File: config.mk
export PLATFORM = sky130hd
export DESIGN_NAME = timer_counter
export DESIGN_NICKNAME = d
export VERILOG_FILES = /design/src/rtl/timer_counter_pkg.sv /design/src/rtl/timer_counter.sv
export SDC_FILE = /design/constraint.sdc
export NUM_CORES = 1
export LEC_CHECK = 0
export CAP_MARGIN = 40
export CORE_ASPECT_RATIO = 1.25
export CORE_UTILIZATION = 35
export CTS_BUF_LIST = sky130_fd_sc_hd__clkbuf_2
export CTS_CLUSTER_DIAMETER = 80
export DETAILED_ROUTE_END_ITERATION = 7
export GPL_TIMING_DRIVEN = 1
export SLEW_MARGIN = 10
export SYNTH_ARGS = -nofsm -noshare
export SYNTH_HDL_FRONTEND = slang
export SYNTH_SLANG_ARGS = --single-unit
File: constraint.sdc
create_clock -name clk -period 2.6 [get_ports clk]
set_input_delay 0.26 -clock clk [delete_from_list [all_inputs] [get_ports clk]]
set_output_delay 0.26 -clock clk [all_outputs]
set_load 0.01 [all_outputs]
File: src/rtl/timer_counter_pkg.sv
`default_nettype none
// ============================================================================
// Module      : timer_counter_pkg
// Description : Shared constants for the memory-mapped timer/counter. Holds
//               the FSM state encoding, register word offsets (addr[3:2]),
//               CTRL field positions and mode codes. The address bridge
//               imports the same offsets so both sides decode identically.
// Revision    : 1.0  initial release
// ============================================================================
package timer_counter_pkg;

    // FSM state encoding
    typedef enum logic [1:0] {
        ST_IDLE = 2'd0,
        ST_LOAD = 2'd1,
        ST_CNT  = 2'd2,
        ST_INT  = 2'd3
    } tc_state_t;

    // Register word offsets, compared against addr[3:2]
    localparam logic [1:0] C_WOFF_CTRL   = 2'd0;   // byte offset 0x0, RW
    localparam logic [1:0] C_WOFF_PRESET = 2'd1;   // byte offset 0x4, RW
    localparam logic [1:0] C_WOFF_COUNT  = 2'd2;   // byte offset 0x8, RO
    localparam logic [1:0] C_WOFF_RSVD   = 2'd3;   // byte offset 0xC, reads 0

    // CTRL field positions
    localparam int C_CTRL_EN_BIT   = 0;
    localparam int C_CTRL_MODE_LSB = 1;
    localparam int C_CTRL_MODE_MSB = 2;
    localparam int C_CTRL_IM_BIT   = 3;
    localparam int C_CTRL_WIDTH    = 4;

    // MODE codes; any nonzero code behaves as auto-reload
    localparam logic [1:0] C_MODE_ONESHOT = 2'b00;
    localparam logic [1:0] C_MODE_AUTO    = 2'b01;

    // One-shot only for the exact 00 code, so 1x falls into auto-reload
    function automatic logic is_oneshot(input logic [1:0] mode);
        return (mode == C_MODE_ONESHOT);
    endfunction

endpackage : timer_counter_pkg
`default_nettype wire

File: src/rtl/timer_counter.sv
`default_nettype none
// ============================================================================
// Module      : timer_counter
// Description : 32-bit down-counting timer with a three-register bus
//               interface (CTRL, PRESET, COUNT) and a maskable interrupt.
//               A four-state FSM (IDLE -> LOAD -> CNT -> INT) runs from the
//               registered CTRL bits. One-shot mode clears EN on expiry and
//               latches the interrupt; auto-reload restarts and pulses irq
//               for one cycle.
// Ports       : clk    - sole clock, rising edge
//               reset  - synchronous active-high reset
//               addr   - byte address, only addr[3:2] decoded
//               we     - write strobe, pre-qualified by the address bridge
//               din    - 32-bit write data
//               dout   - combinational read data
//               irq    - registered interrupt request
// Revision    : 1.0  initial release
// ============================================================================
module timer_counter
    import timer_counter_pkg::*;
(
    input  logic        clk,
    input  logic        reset,
    input  logic [31:0] addr,
    input  logic        we,
    input  logic [31:0] din,
    output logic [31:0] dout,
    output logic        irq
);

    // ------------------------------------------------------------------
    // Registered state
    // ------------------------------------------------------------------
    logic        r_en;
    logic [1:0]  r_mode;
    logic        r_im;
    logic [31:0] r_preset;
    logic [31:0] r_count;
    logic        r_flag;        // internal interrupt flag, before masking
    logic        r_irq;
    tc_state_t   r_state;

    // ------------------------------------------------------------------
    // Next-state values
    // ------------------------------------------------------------------
    logic        w_en_nxt;
    logic [1:0]  w_mode_nxt;
    logic        w_im_nxt;
    logic [31:0] w_preset_nxt;
    logic [31:0] w_count_nxt;
    logic        w_flag_nxt;
    tc_state_t   w_state_nxt;

    logic [1:0]  w_woff;
    logic        w_wr_ctrl;
    logic        w_wr_preset;
    logic        w_unused;

    assign w_woff      = addr[3:2];
    assign w_wr_ctrl   = we && (w_woff == C_WOFF_CTRL);
    assign w_wr_preset = we && (w_woff == C_WOFF_PRESET);

    // Only addr[3:2] takes part in decoding
    assign w_unused = ^{addr[31:4], addr[1:0]};

    // ------------------------------------------------------------------
    // FSM and register next-state logic. The FSM updates are evaluated
    // first and the bus writes afterwards, so a CTRL write landing on the
    // same edge as the INT state's EN clear takes precedence for every
    // CTRL bit and for the interrupt flag.
    // ------------------------------------------------------------------
    always_comb begin
        w_en_nxt     = r_en;
        w_mode_nxt   = r_mode;
        w_im_nxt     = r_im;
        w_preset_nxt = r_preset;
        w_count_nxt  = r_count;
        w_flag_nxt   = r_flag;
        w_state_nxt  = r_state;

        case (r_state)
            ST_IDLE: begin
                if (r_en) begin
                    w_state_nxt = ST_LOAD;
                end
            end

            ST_LOAD: begin
                w_count_nxt = r_preset;
                w_state_nxt = ST_CNT;
            end

            ST_CNT: begin
                if (!r_en) begin
                    w_state_nxt = ST_IDLE;
                end else if (r_count > 32'd1) begin
                    w_count_nxt = r_count - 32'd1;
                end else begin
                    // Reaching 1 or starting at 0 both expire here, which
                    // keeps the count from wrapping below zero.
                    w_count_nxt = 32'd0;
                    w_flag_nxt  = 1'b1;
                    w_state_nxt = ST_INT;
                end
            end

            ST_INT: begin
                if (is_oneshot(r_mode)) begin
                    w_en_nxt = 1'b0;
                end else begin
                    w_flag_nxt = 1'b0;
                end
                w_state_nxt = ST_IDLE;
            end

            default: begin
                w_state_nxt = ST_IDLE;
            end
        endcase

        if (w_wr_ctrl) begin
            w_en_nxt   = din[C_CTRL_EN_BIT];
            w_mode_nxt = din[C_CTRL_MODE_MSB:C_CTRL_MODE_LSB];
            w_im_nxt   = din[C_CTRL_IM_BIT];
            w_flag_nxt = 1'b0;
        end

        if (w_wr_preset) begin
            w_preset_nxt = din;
        end
    end

    // ------------------------------------------------------------------
    // State registers. irq is registered from the next flag and mask, so
    // it tracks (flag AND IM) exactly as those registers update.
    // ------------------------------------------------------------------
    always_ff @(posedge clk) begin
        if (reset) begin
            r_en     <= 1'b0;
            r_mode   <= C_MODE_ONESHOT;
            r_im     <= 1'b0;
            r_preset <= 32'd0;
            r_count  <= 32'd0;
            r_flag   <= 1'b0;
            r_irq    <= 1'b0;
            r_state  <= ST_IDLE;
        end else begin
            r_en     <= w_en_nxt;
            r_mode   <= w_mode_nxt;
            r_im     <= w_im_nxt;
            r_preset <= w_preset_nxt;
            r_count  <= w_count_nxt;
            r_flag   <= w_flag_nxt;
            r_irq    <= w_flag_nxt & w_im_nxt;
            r_state  <= w_state_nxt;
        end
    end

    // ------------------------------------------------------------------
    // Read mux, free of side effects
    // ------------------------------------------------------------------
    always_comb begin
        dout = 32'd0;
        case (w_woff)
            C_WOFF_CTRL:   dout = {{(32-C_CTRL_WIDTH){1'b0}}, r_im, r_mode, r_en};
            C_WOFF_PRESET: dout = r_preset;
            C_WOFF_COUNT:  dout = r_count;
            default:       dout = 32'd0;
        endcase
    end

    assign irq = r_irq;

endmodule : timer_counter
`default_nettype wire

==> summary by stage <==
CTS
At the later pin of the worst-skew pair, clock insertion delay measures between 500 and 600 ps. The post-CTS clock slew at the launch and capture registers of the worst setup and hold paths is 210 ps. TritonCTS built the clock tree. For this design, the sink count on the clock tree is 72.

The clock tree root buffer cell is sky130_fd_sc_hd__clkbuf_2. The number of CTS-inserted buffers is 9. The deepest level of the CTS H-tree is 3. Counting along the longest clock path gives a buffer depth of 2. The quantity of hold-fixing buffers added after cts is 0.

Synth
By count the netlist is led by sky130_fd_sc_hd__nand2_1 (99), sky130_fd_sc_hd__dfxtp_1 (72), sky130_fd_sc_hd__a21oi_1 (64). The number of warnings printed during yosys synthesis is 0. Yosys attributes the largest share of cell area to sky130_fd_sc_hd__dfxtp_1 (37%), sky130_fd_sc_hd__nand2_1 (9.5%), sky130_fd_sc_hd__a21oi_1 (8.2%), sky130_fd_sc_hd__a22o_1 (6.7%), sky130_fd_sc_hd__clkbuf_1 (3.2%). Synthesis instantiated 58 different standard cells from the library. The predominant post-synthesis flop cell is sky130_fd_sc_hd__dfxtp_1. The count of state elements after synthesis is just over 70.

In the synthesized netlist the async set-or-reset flop fraction comes to 0. The share of synthesized area in the top cell type comes to 0.367. For this run, the register share of the synthesized area comes to 0.367. In this run the mean area of a mapped cell was 7.69 um2. The netlist area before placement is 3930 um2. The gate count of the mapped netlist is 511. The most area-hungry cell type in the Yosys netlist is sky130_fd_sc_hd__dfxtp_1.

The number of synthesized flops with an enable pin is 0. The most common cell in the synthesized netlist is sky130_fd_sc_hd__nand2_1. The net count after synthesis is 580.

Critical path
The critical path startpoint category is a flop. STA classifies the critical path endpoint as a flop. The number of buffers and inverters on the critical path is 1.

The type of the worst setup path is reg -> reg. The capture point of the worst reg-to-reg path is r_count[13]. The setup check on the worst reg-to-reg path leaves a slack of 40 ps. Broken down by cell family, the worst path's largest delay share belongs to simple AND/OR/NAND/NOR gates. Counting cells, the worst reg-to-reg path comes to 7. Traced cell by cell, the critical path runs through or4_4 > or4_4 > or4_4 > buf_6 > nand2_8 > o21ai_2 > a32o_1. The cell repeated most along the worst path is sky130_fd_sc_hd__or4_4. The critical path runs through a total of 7 cells. The maximum fanout count along the critical path is 9. The slowest stage of the critical path belongs to the cell sky130_fd_sc_hd__or4_4. STA puts the critical path data arrival time at roughly 3000 ps.

For this run, the slowest stage of the critical path takes approximately 540 ps. The endpoint required time on the critical path is 3080 ps. The worst register-to-register path begins at r_count[10].

Floorplan
The starting density of the core is 0.365. The number of ports placed on the die boundary is 100. The standard-cell row count is 42. Measured along the y axis, the die boundary spans about 120 um.

The full die area is 11700 um2. The core region is between 10000 and 15000 um2. The width of the chip is between 90 and 100 um.

Power
The worst-case IR drop observed on VDD is 0.253 mV. The static power due to leakage is 2.02 nW. For this design the ratio of total power to cell area is 506 nW/um2.

The overall power is ~2.6 mW.

Detailed routing
The routed length per placed instance is 18.2 um. The number of vias in the routed layout is 4182. The final layout contains routed wiring with a total length of 13400 um. The DRC violations left is 0. The detail route stage leaves a number of antenna-violating nets equal to 0.

The length of the first detailed-routing pass in iterations is 5. The first routing iteration left 379 violations. Using the TritonRoute via totals, the vias-per-cell ratio works out to 5.68.

Timing
The count of pins over their slew limit came to 0. Based on the critical path, the design can be clocked at up to 391 MHz. The count of final hold-check violations is 0.

Setup repair after global routing could not meet its margin everywhere. The worst setup slack after layout is between 40 and 50 ps. The actual slew at the worst max-slew pin is 476 ps.

Setup violations remaining at the end of the flow were counted as 0. Final hold analysis gives a worst-case slack of 135 ps. The minimum clock period after layout is 2560 ps.

The remaining max-slew budget at the tightest pin is 0.683. Of the available clock period, the critical path in the final layout requires 0.984. The clock arrives with 32.1 ps of skew.

Place
In this run the cell area measured after placement is 4960 um2. The number of port buffers is 69. The HPWL after detailed placement is ~9500 um. The worst setup slack before clock tree synthesis is -22.6 ps. Routability-driven placement finished with a final weighted congestion of 0.897. Counting tap cells, the placed design contains a total of around 700 instances.

Global routing
Entering global routing, the biggest net connects 45 pins. The residual overflow from global routing is 0. The global-route usage over all layers is 0.231. The first global-routing pass estimated 21000 um of wire.

The initial antenna violation count came to 0. The number of global-route vias before repair is 4046.

Cells and area
The count of antenna diodes in the layout is 0. In the final layout, the share of cells above drive strength 1 is 0.144. From synthesis to final layout, the design area changed by 32.6%.

Once layout is complete, the cells apart from fillers number 736. The post-layout net count is approximately 670. The post-route cell area is between 5000 and 6000 um2.

Worst hold path
Along the worst hold path, the cell count comes to 2. The start point of the worst hold path is reset. The worst hold-check path type is in -> reg. The worst min-delay path endpoint is r_count[10].

Status
The run finished with clean final reports.

Run
The number of violations of the max-capacitance limit is 0.
==> final cells by class <==
| class | instances | area, um2 |
|---|---|---|
| Sequential cell | 72 | 1440 |
| Timing Repair Buffer | 117 | 1050 |
| Inverter | 8 | 30.0 |
| Clock buffer | 10 | 50.0 |
| Multi-Input combinational cell | 391 | 2310 |
| Clock inverter | 6 | 155 |
| Tap cell | 132 | 165 |
| Fill cell | 1077 | 5560 |
==> placed cells by master (no fill, tap or decap), types with 4 or more instances in the layout <==
master	instances
sky130_fd_sc_hd__a21oi_1	63
sky130_fd_sc_hd__bufinv_16	5
sky130_fd_sc_hd__a31oi_1	9
sky130_fd_sc_hd__nand3_1	14
sky130_fd_sc_hd__and3_1	8
sky130_fd_sc_hd__nand2b_1	4
sky130_fd_sc_hd__nor3_1	13
sky130_fd_sc_hd__dfxtp_1	70
sky130_fd_sc_hd__o32ai_1	4
sky130_fd_sc_hd__o22ai_1	5
sky130_fd_sc_hd__a22o_1	30
sky130_fd_sc_hd__buf_4	47
sky130_fd_sc_hd__inv_1	8
sky130_fd_sc_hd__o21ai_0	21
sky130_fd_sc_hd__clkdlybuf4s50_1	68
sky130_fd_sc_hd__clkbuf_2	10
sky130_fd_sc_hd__nor3b_1	5
sky130_fd_sc_hd__mux2i_1	9
sky130_fd_sc_hd__nand2_1	99
sky130_fd_sc_hd__nor2_1	31
sky130_fd_sc_hd__nor4_1	8
==> how the worst max path moves through the flow <==
| stage | start | end |
|---|---|---|
| final | r_count[10] | r_count[13] |
| after detailed placement | r_count[9] | r_count[13] |
| after global routing | r_count[10] | r_count[30] |
| after floorplan | r_count[9] | r_count[26] |
| after CTS | r_count[10] | r_count[13] |
| after global placement | r_count[9] | r_count[13] |
==> power breakdown <==
group | switching (mW) | total, mW | internal (mW)
Clock | 0.424 | 1.03 | 0.609
Combinational | 0.231 | 0.446 | 0.215
Sequential | 0.0259 | 1.16 | 1.13
==> flip-flops by register name, summed over array words and instances (netlist names) <==
register,flops
r_preset,32
r_state,2
r_en,1
r_im,1
r_mode,2
irq,1
r_count,32
r_flag,1
==> repair_timing <==
| action | CTS | global route |
|---|---|---|
| pin swaps | 6 | 3 |
| gates resized for setup | 3 | 4 |
| setup endpoints to repair | 3 | 22 |
| buffers inserted | 3 | 0 |
| endpoints found under the hold margin | 0 | 0 |
==> metrics by stage <==
| stage | TNS [ps] | util |
|---|---|---|
| 2_1_floorplan | 0 | - |
| 3_5_place_dp | -22.6 | 0.461 |
| 4_1_cts | -5.58 | 0.483 |
| 6_report | 0 | 0.484 |
| 5_1_grt | -3.05 | 0.484 |
| 3_3_place_gp | -1.69 | 0.461 |
==> logic make-up after synthesis <==
kind of cell,synth area share
buffers and inverters,0.0510
AOI/OAI and AO/OA,0.273
muxes,0.0315
and+or+nand+nor,0.265
adders and majority gates,0.00637
xor gates and xnor gates,0.00669
DFF,0.367
==> per-layer routing <==
| metal | global-route usage | wire, um | up-vias |
|---|---|---|---|
| met5 | 0 | 0 | - |
| met4 | 0.162 | 775 | 0 |
| met3 | 0.0387 | 598 | 38 |
| met2 | 0.384 | 6450 | 141 |
| met1 | 0.271 | 5550 | 1964 |
| li1 | - | - | 2039 |
(Power assumes the default switching activity.)
==> patch 1: new RTL, config.mk and constraints unchanged <==
Re-encode `tc_state_t` (4 states) as one-hot, 4 bits wide.
--- a/src/rtl/timer_counter_pkg.sv
+++ b/src/rtl/timer_counter_pkg.sv
@@ -10,11 +10,11 @@
 package timer_counter_pkg;
 
     // FSM state encoding
-    typedef enum logic [1:0] {
-        ST_IDLE = 2'd0,
-        ST_LOAD = 2'd1,
-        ST_CNT  = 2'd2,
-        ST_INT  = 2'd3
+    typedef enum logic [3:0] {
+        ST_IDLE = 4'b0001,
+        ST_LOAD = 4'b0010,
+        ST_CNT  = 4'b0100,
+        ST_INT  = 4'b1000
     } tc_state_t;
 
     // Register word offsets, compared against addr[3:2]
Behaviour: same outputs for any inputs over 4 cycles, from zero or initial values and one cycle with reset high; so few cycles prove little.
==> patch 1 against the unedited design <==
Hold slack better by 93 ps. Sequential cell count up 2. Area after synthesis up 8.9%. Routed wire length up 1.2%. Via count up 8.0%. Final area up 1.8%. Register-to-register slack better by 320 ps. Critical path depth down 2. Worst setup slack better by 220 ps. Global-route usage down 1.4 points. Critical endpoint is now dout[27].
Power is not compared: it rests on default switching activity, and its combinational part moved more than twofold at a synthesized area within 25%.
==> patch 1: results (changes against the unedited design) <==
layout cell share with drive strength beyond 1: 8.900% (-5.5 points)
status: finished clean
Setup Fix Bufs, Post-CTS: 0 (-3)
slew margin rel.: 58.16% (-10 points)
clock slew at the register clock pins of the worst setup and hold paths: 210 ps (about the same)
First-pass DRT Iterations: 5 (unchanged)
Async S/R FF share, synth: 0% (unchanged)
Placed Instances: 763 (+6.4%)
Detailed Route WL: 13540 µm (+1.2%)
placed cell area: 5195 µm² (+4.7%)
Crit Reg-Reg Startpoint: r_count[16]
LEAKAGE: 1.877 nW
CP endpoint: dout[27]
Arr. time, crit path: 2080 ps (-960 ps)
vias in the first global route: 4122 (+1.9%)
warnings from Yosys: 0 (unchanged)
number of buffers created by CTS: 9 (unchanged)
Synth area leaders: dfxtp_1 35%, nand2_1 8.7%, a21oi_1 5.8%
Via-to-Cell Ratio: 5.790 (+1.9%)
Worst R2R Path Depth: 6 (-1)
R2R Setup Slk: 360 ps (+320 ps)
routability cong.: 0.9137 (+1.9%)
skew final: 18.46 ps (-13.64 ps)
clk root buf: clkbuf_2
first-pass GRT wire length: 21670 µm (+3.0%)
Synth cell types: 57 (-1.7%)
worst hold path type: input pin to flop
post-synthesis sequential area ratio: 34.63% (-2.1 points)
Net Count, Synth: 630 (+8.6%)
CP max FO: 34 (+25)
worst vdd ir: 195.4 µV
Largest regs: r_count (32), r_preset (32), r_state (4)
GRT Resource Usage Total: 21.72% (-1.4 points)
post-DP HPWL: 9416 µm (-1.4%)
Max Buffers Root-to-Sink: 2 (unchanged)
Synth top cells by count: 99 x nand2_1, 74 x dfxtp_1, 50 x a21oi_1
H-tree depth: 3 (unchanged)
largest net degree at the start of global routing: 35 (-22%)
crit path from: addr[2]
DRT iter0 DRCs: 351 (-7.4%)
initial antenna violation count: 1 (+1)
FF-to-FF End: irq
post_cts resized: 0 (-3)
final net count: 682 (+2.1%)
Placement Setup Slack: 273.9 ps (+296.5 ps)
syn avg cell area: 7.625 µm² (-0.82%)
Worst-Skew Late Latency: 550 ps
worst setup margin: 261.0 ps (+218.8 ps)
vias: 4516 (+8.0%)
IO Port Bufs: 69 (unchanged)
patch 1: worst min-delay path by stage:
stage	from	endpoint	slack [ps]	cells after the start
6_report	din[15]	r_preset[15]	230	3
5_1_grt	din[21]	r_preset[21]	200	3
4_1_cts	din[15]	r_preset[15]	190	3
3_5_place_dp	r_preset[29]	r_preset[29]	460	2
3_3_place_gp	r_preset[29]	r_preset[29]	460	2
2_1_floorplan	din[20]	r_preset[20]	400	2
patch 1: final cells by class:
type | instances | area [µm²]
diodes | 1 | 2.502
fillers | 1269 | 6479
well taps | 161 | 201.4
clock buffers | 9 | 45.04
multi-input cells | 420 | 2549
repair buffers | 94 | 910.9
flip-flops and latches | 74 | 1481
inverters | 14 | 52.55
clock inverters | 7 | 60.06
patch 1: report_power, final:
group | internal (mW) | switching, mW
clock network | 0.208 | 0.424
logic | 0.0953 | 0.0925
registers | 1.16 | 0.0205
total | 1.46 | 0.537
patch 1: worst max-delay path: stages:
cell             delay, ps
clkdlybuf4s50_1        610
nor2b_2                240
buf_12                 220
a22o_1                 190
clkdlybuf4s50_1        540
patch 1: logic make-up after synthesis:
logic type / synth area share, %
AOI/OAI and AO/OA: 26.09
adders and majority gates: 0.5849
DFF: 34.63
buffers and inverters: 6.230
and+or+nand+nor: 30.10
muxes: 2.369
patch 1: routing by layer:
metal,routed length [µm],up-vias,GRT usage (%)
met1,6163,2130,30.40
li1,-,2193,-
met4,172,0,7.076
met5,0,-,0
met3,897,16,2.907
met2,6307,177,34.25
==> patch 2: new RTL, same flow settings <==
Without the edit above. Add an input register stage for `addr`, `we` and `din`, cleared by the reset; this delays them by one clock.
--- a/src/rtl/timer_counter.sv
+++ b/src/rtl/timer_counter.sv
@@ -28,6 +28,22 @@
     output logic        irq
 );
 
+    logic [31:0] addr_q;
+    logic we_q;
+    logic [31:0] din_q;
+
+    always_ff @(posedge clk) begin
+        if (reset) begin
+            addr_q <= '0;
+            we_q   <= '0;
+            din_q  <= '0;
+        end else begin
+            addr_q <= addr;
+            we_q   <= we;
+            din_q  <= din;
+        end
+    end
+
     // ------------------------------------------------------------------
     // Registered state
     // ------------------------------------------------------------------
@@ -56,12 +72,12 @@
     logic        w_wr_preset;
     logic        w_unused;
 
-    assign w_woff      = addr[3:2];
-    assign w_wr_ctrl   = we && (w_woff == C_WOFF_CTRL);
-    assign w_wr_preset = we && (w_woff == C_WOFF_PRESET);
+    assign w_woff      = addr_q[3:2];
+    assign w_wr_ctrl   = we_q && (w_woff == C_WOFF_CTRL);
+    assign w_wr_preset = we_q && (w_woff == C_WOFF_PRESET);
 
     // Only addr[3:2] takes part in decoding
-    assign w_unused = ^{addr[31:4], addr[1:0]};
+    assign w_unused = ^{addr_q[31:4], addr_q[1:0]};
 
     // ------------------------------------------------------------------
     // FSM and register next-state logic. The FSM updates are evaluated
@@ -119,14 +135,14 @@
         endcase
 
         if (w_wr_ctrl) begin
-            w_en_nxt   = din[C_CTRL_EN_BIT];
-            w_mode_nxt = din[C_CTRL_MODE_MSB:C_CTRL_MODE_LSB];
-            w_im_nxt   = din[C_CTRL_IM_BIT];
+            w_en_nxt   = din_q[C_CTRL_EN_BIT];
+            w_mode_nxt = din_q[C_CTRL_MODE_MSB:C_CTRL_MODE_LSB];
+            w_im_nxt   = din_q[C_CTRL_IM_BIT];
             w_flag_nxt = 1'b0;
         end
 
         if (w_wr_preset) begin
-            w_preset_nxt = din;
+            w_preset_nxt = din_q;
         end
     end
 
Check against the original RTL: not equivalent (a bounded check fails within 4 cycles, from zero or initial values and one cycle with reset high).
==> patch 2 against the unedited design <==
Total power increased by 3.1%. Area after synthesis increased by 26%. Routed wire length decreased by 0.93%. Worst setup slack improved by 85 ps. Highest routed layer unchanged. Final area increased by 15%. Clock power decreased by 23%. Sequential cell count increased by 35.
==> patch 2: results (changes against the unedited design) <==
compound-cell area share of the yosys netlist: 21.82% (-5.5 points)
status: finished clean
skew final: 18.84 ps (-13.26 ps)
post-synthesis sequential area ratio: 43.39% (+6.7 points)
post-synthesis mux area share: 1.622% (-1.5 points)
Placement Setup Slack: 235.1 ps (+257.7 ps)
clock slew at the register clock pins of the worst setup and hold paths: 290 ps (+80 ps)
Net Count, Synth: 660 (+14%)
CP endpoint: dout[7]
slew margin rel.: 50.02% (-18 points)
Detailed Route WL: 13250 µm (-0.93%)
Synth area leaders: dfxtp_1 43%, nand2_1 7.5%, a22o_1 5.0%
final net count: 721 (+7.9%)
First-pass DRT Iterations: 4 (-1)
first-pass GRT wire length: 21940 µm (+4.2%)
Slowest-stage cell, CP: clkdlybuf4s50_1
fillcell total: 1393 (+29%)
R2R Setup Slk: 250 ps (+210 ps)
Post-Synth Adder-Cell Area: 0.5068% (-0.13 points)
vias: 4564 (+9.1%)
post-DP HPWL: 8978 µm (-5.9%)
routability cong.: 0.8601 (-4.1%)
layout cell share with drive strength beyond 1: 10.20% (-4.2 points)
DRT iter0 DRCs: 206 (-46%)
initial antenna violation count: 1 (+1)
==> patch 2: final cells by class <==
class,count,area (µm²),share of cell area [%]
sequential,107,2150,35.84
inverter,8,30.03,0.5006
clock buffer,10,50.05,0.8344
antenna,1,2.502,0.04172
tap,175,219.0,3.650
clock inverter,6,63.81,1.064
timing repair buffer,100,929.6,15.50
multi-input combinational,426,2554,42.57
==> patch 2: what timing repair did <==
action | in CTS | in global routing
setup endpoints to repair | 32 | 19
buffers inserted | 0 | 2
gates resized for setup | 4 | 4
==> patch 2: report_power, final <==
group / switching, mW / total, mW / internal [mW]
sequential: 0.0204 / 1.70 / 1.68
combinational: 0.110 / 0.220 / 0.110
clock: 0.563 / 0.791 / 0.228
total: 0.693 / 2.71 / 2.02
==> patch 2: per-layer routing <==
metal,up-vias,GRT usage (%),share of wire [%]
met5,-,0,0
met4,0,7.991,2.1
met3,26,3.475,4.1
met2,123,33.93,52
met1,2145,22.21,41
li1,2270,-,-
==> patch 2: how the worst min path moves through the flow <==
stage | startpoint | cells after the start | slack, ps | end
after CTS | reset | 3 | 30 | r_flag
after global routing | reset | 3 | 50 | r_flag
after detailed placement | din_q[25] | 2 | 420 | r_preset[25]
final | reset | 3 | 90 | r_flag
after floorplan | addr[2] | 1 | 390 | addr_q[2]
after global placement | din_q[23] | 2 | 420 | r_preset[23]
==> patch 2: logic make-up after synthesis <==
family / after synthesis
AOI/OAI and AO/OA: 156
adders and majority gates: 2
buffers and inverters: 58
and+or+nand+nor: 260
DFF: 107
muxes: 8
==> patch 2: worst register-to-register path, delay by kind of cell, from the launching register on <==
family	cells	cell delay [ps]
simple gates	3	1020
flops	1	420
fa+ha+maj	1	260
compound gates	2	450
buf+inv	1	120
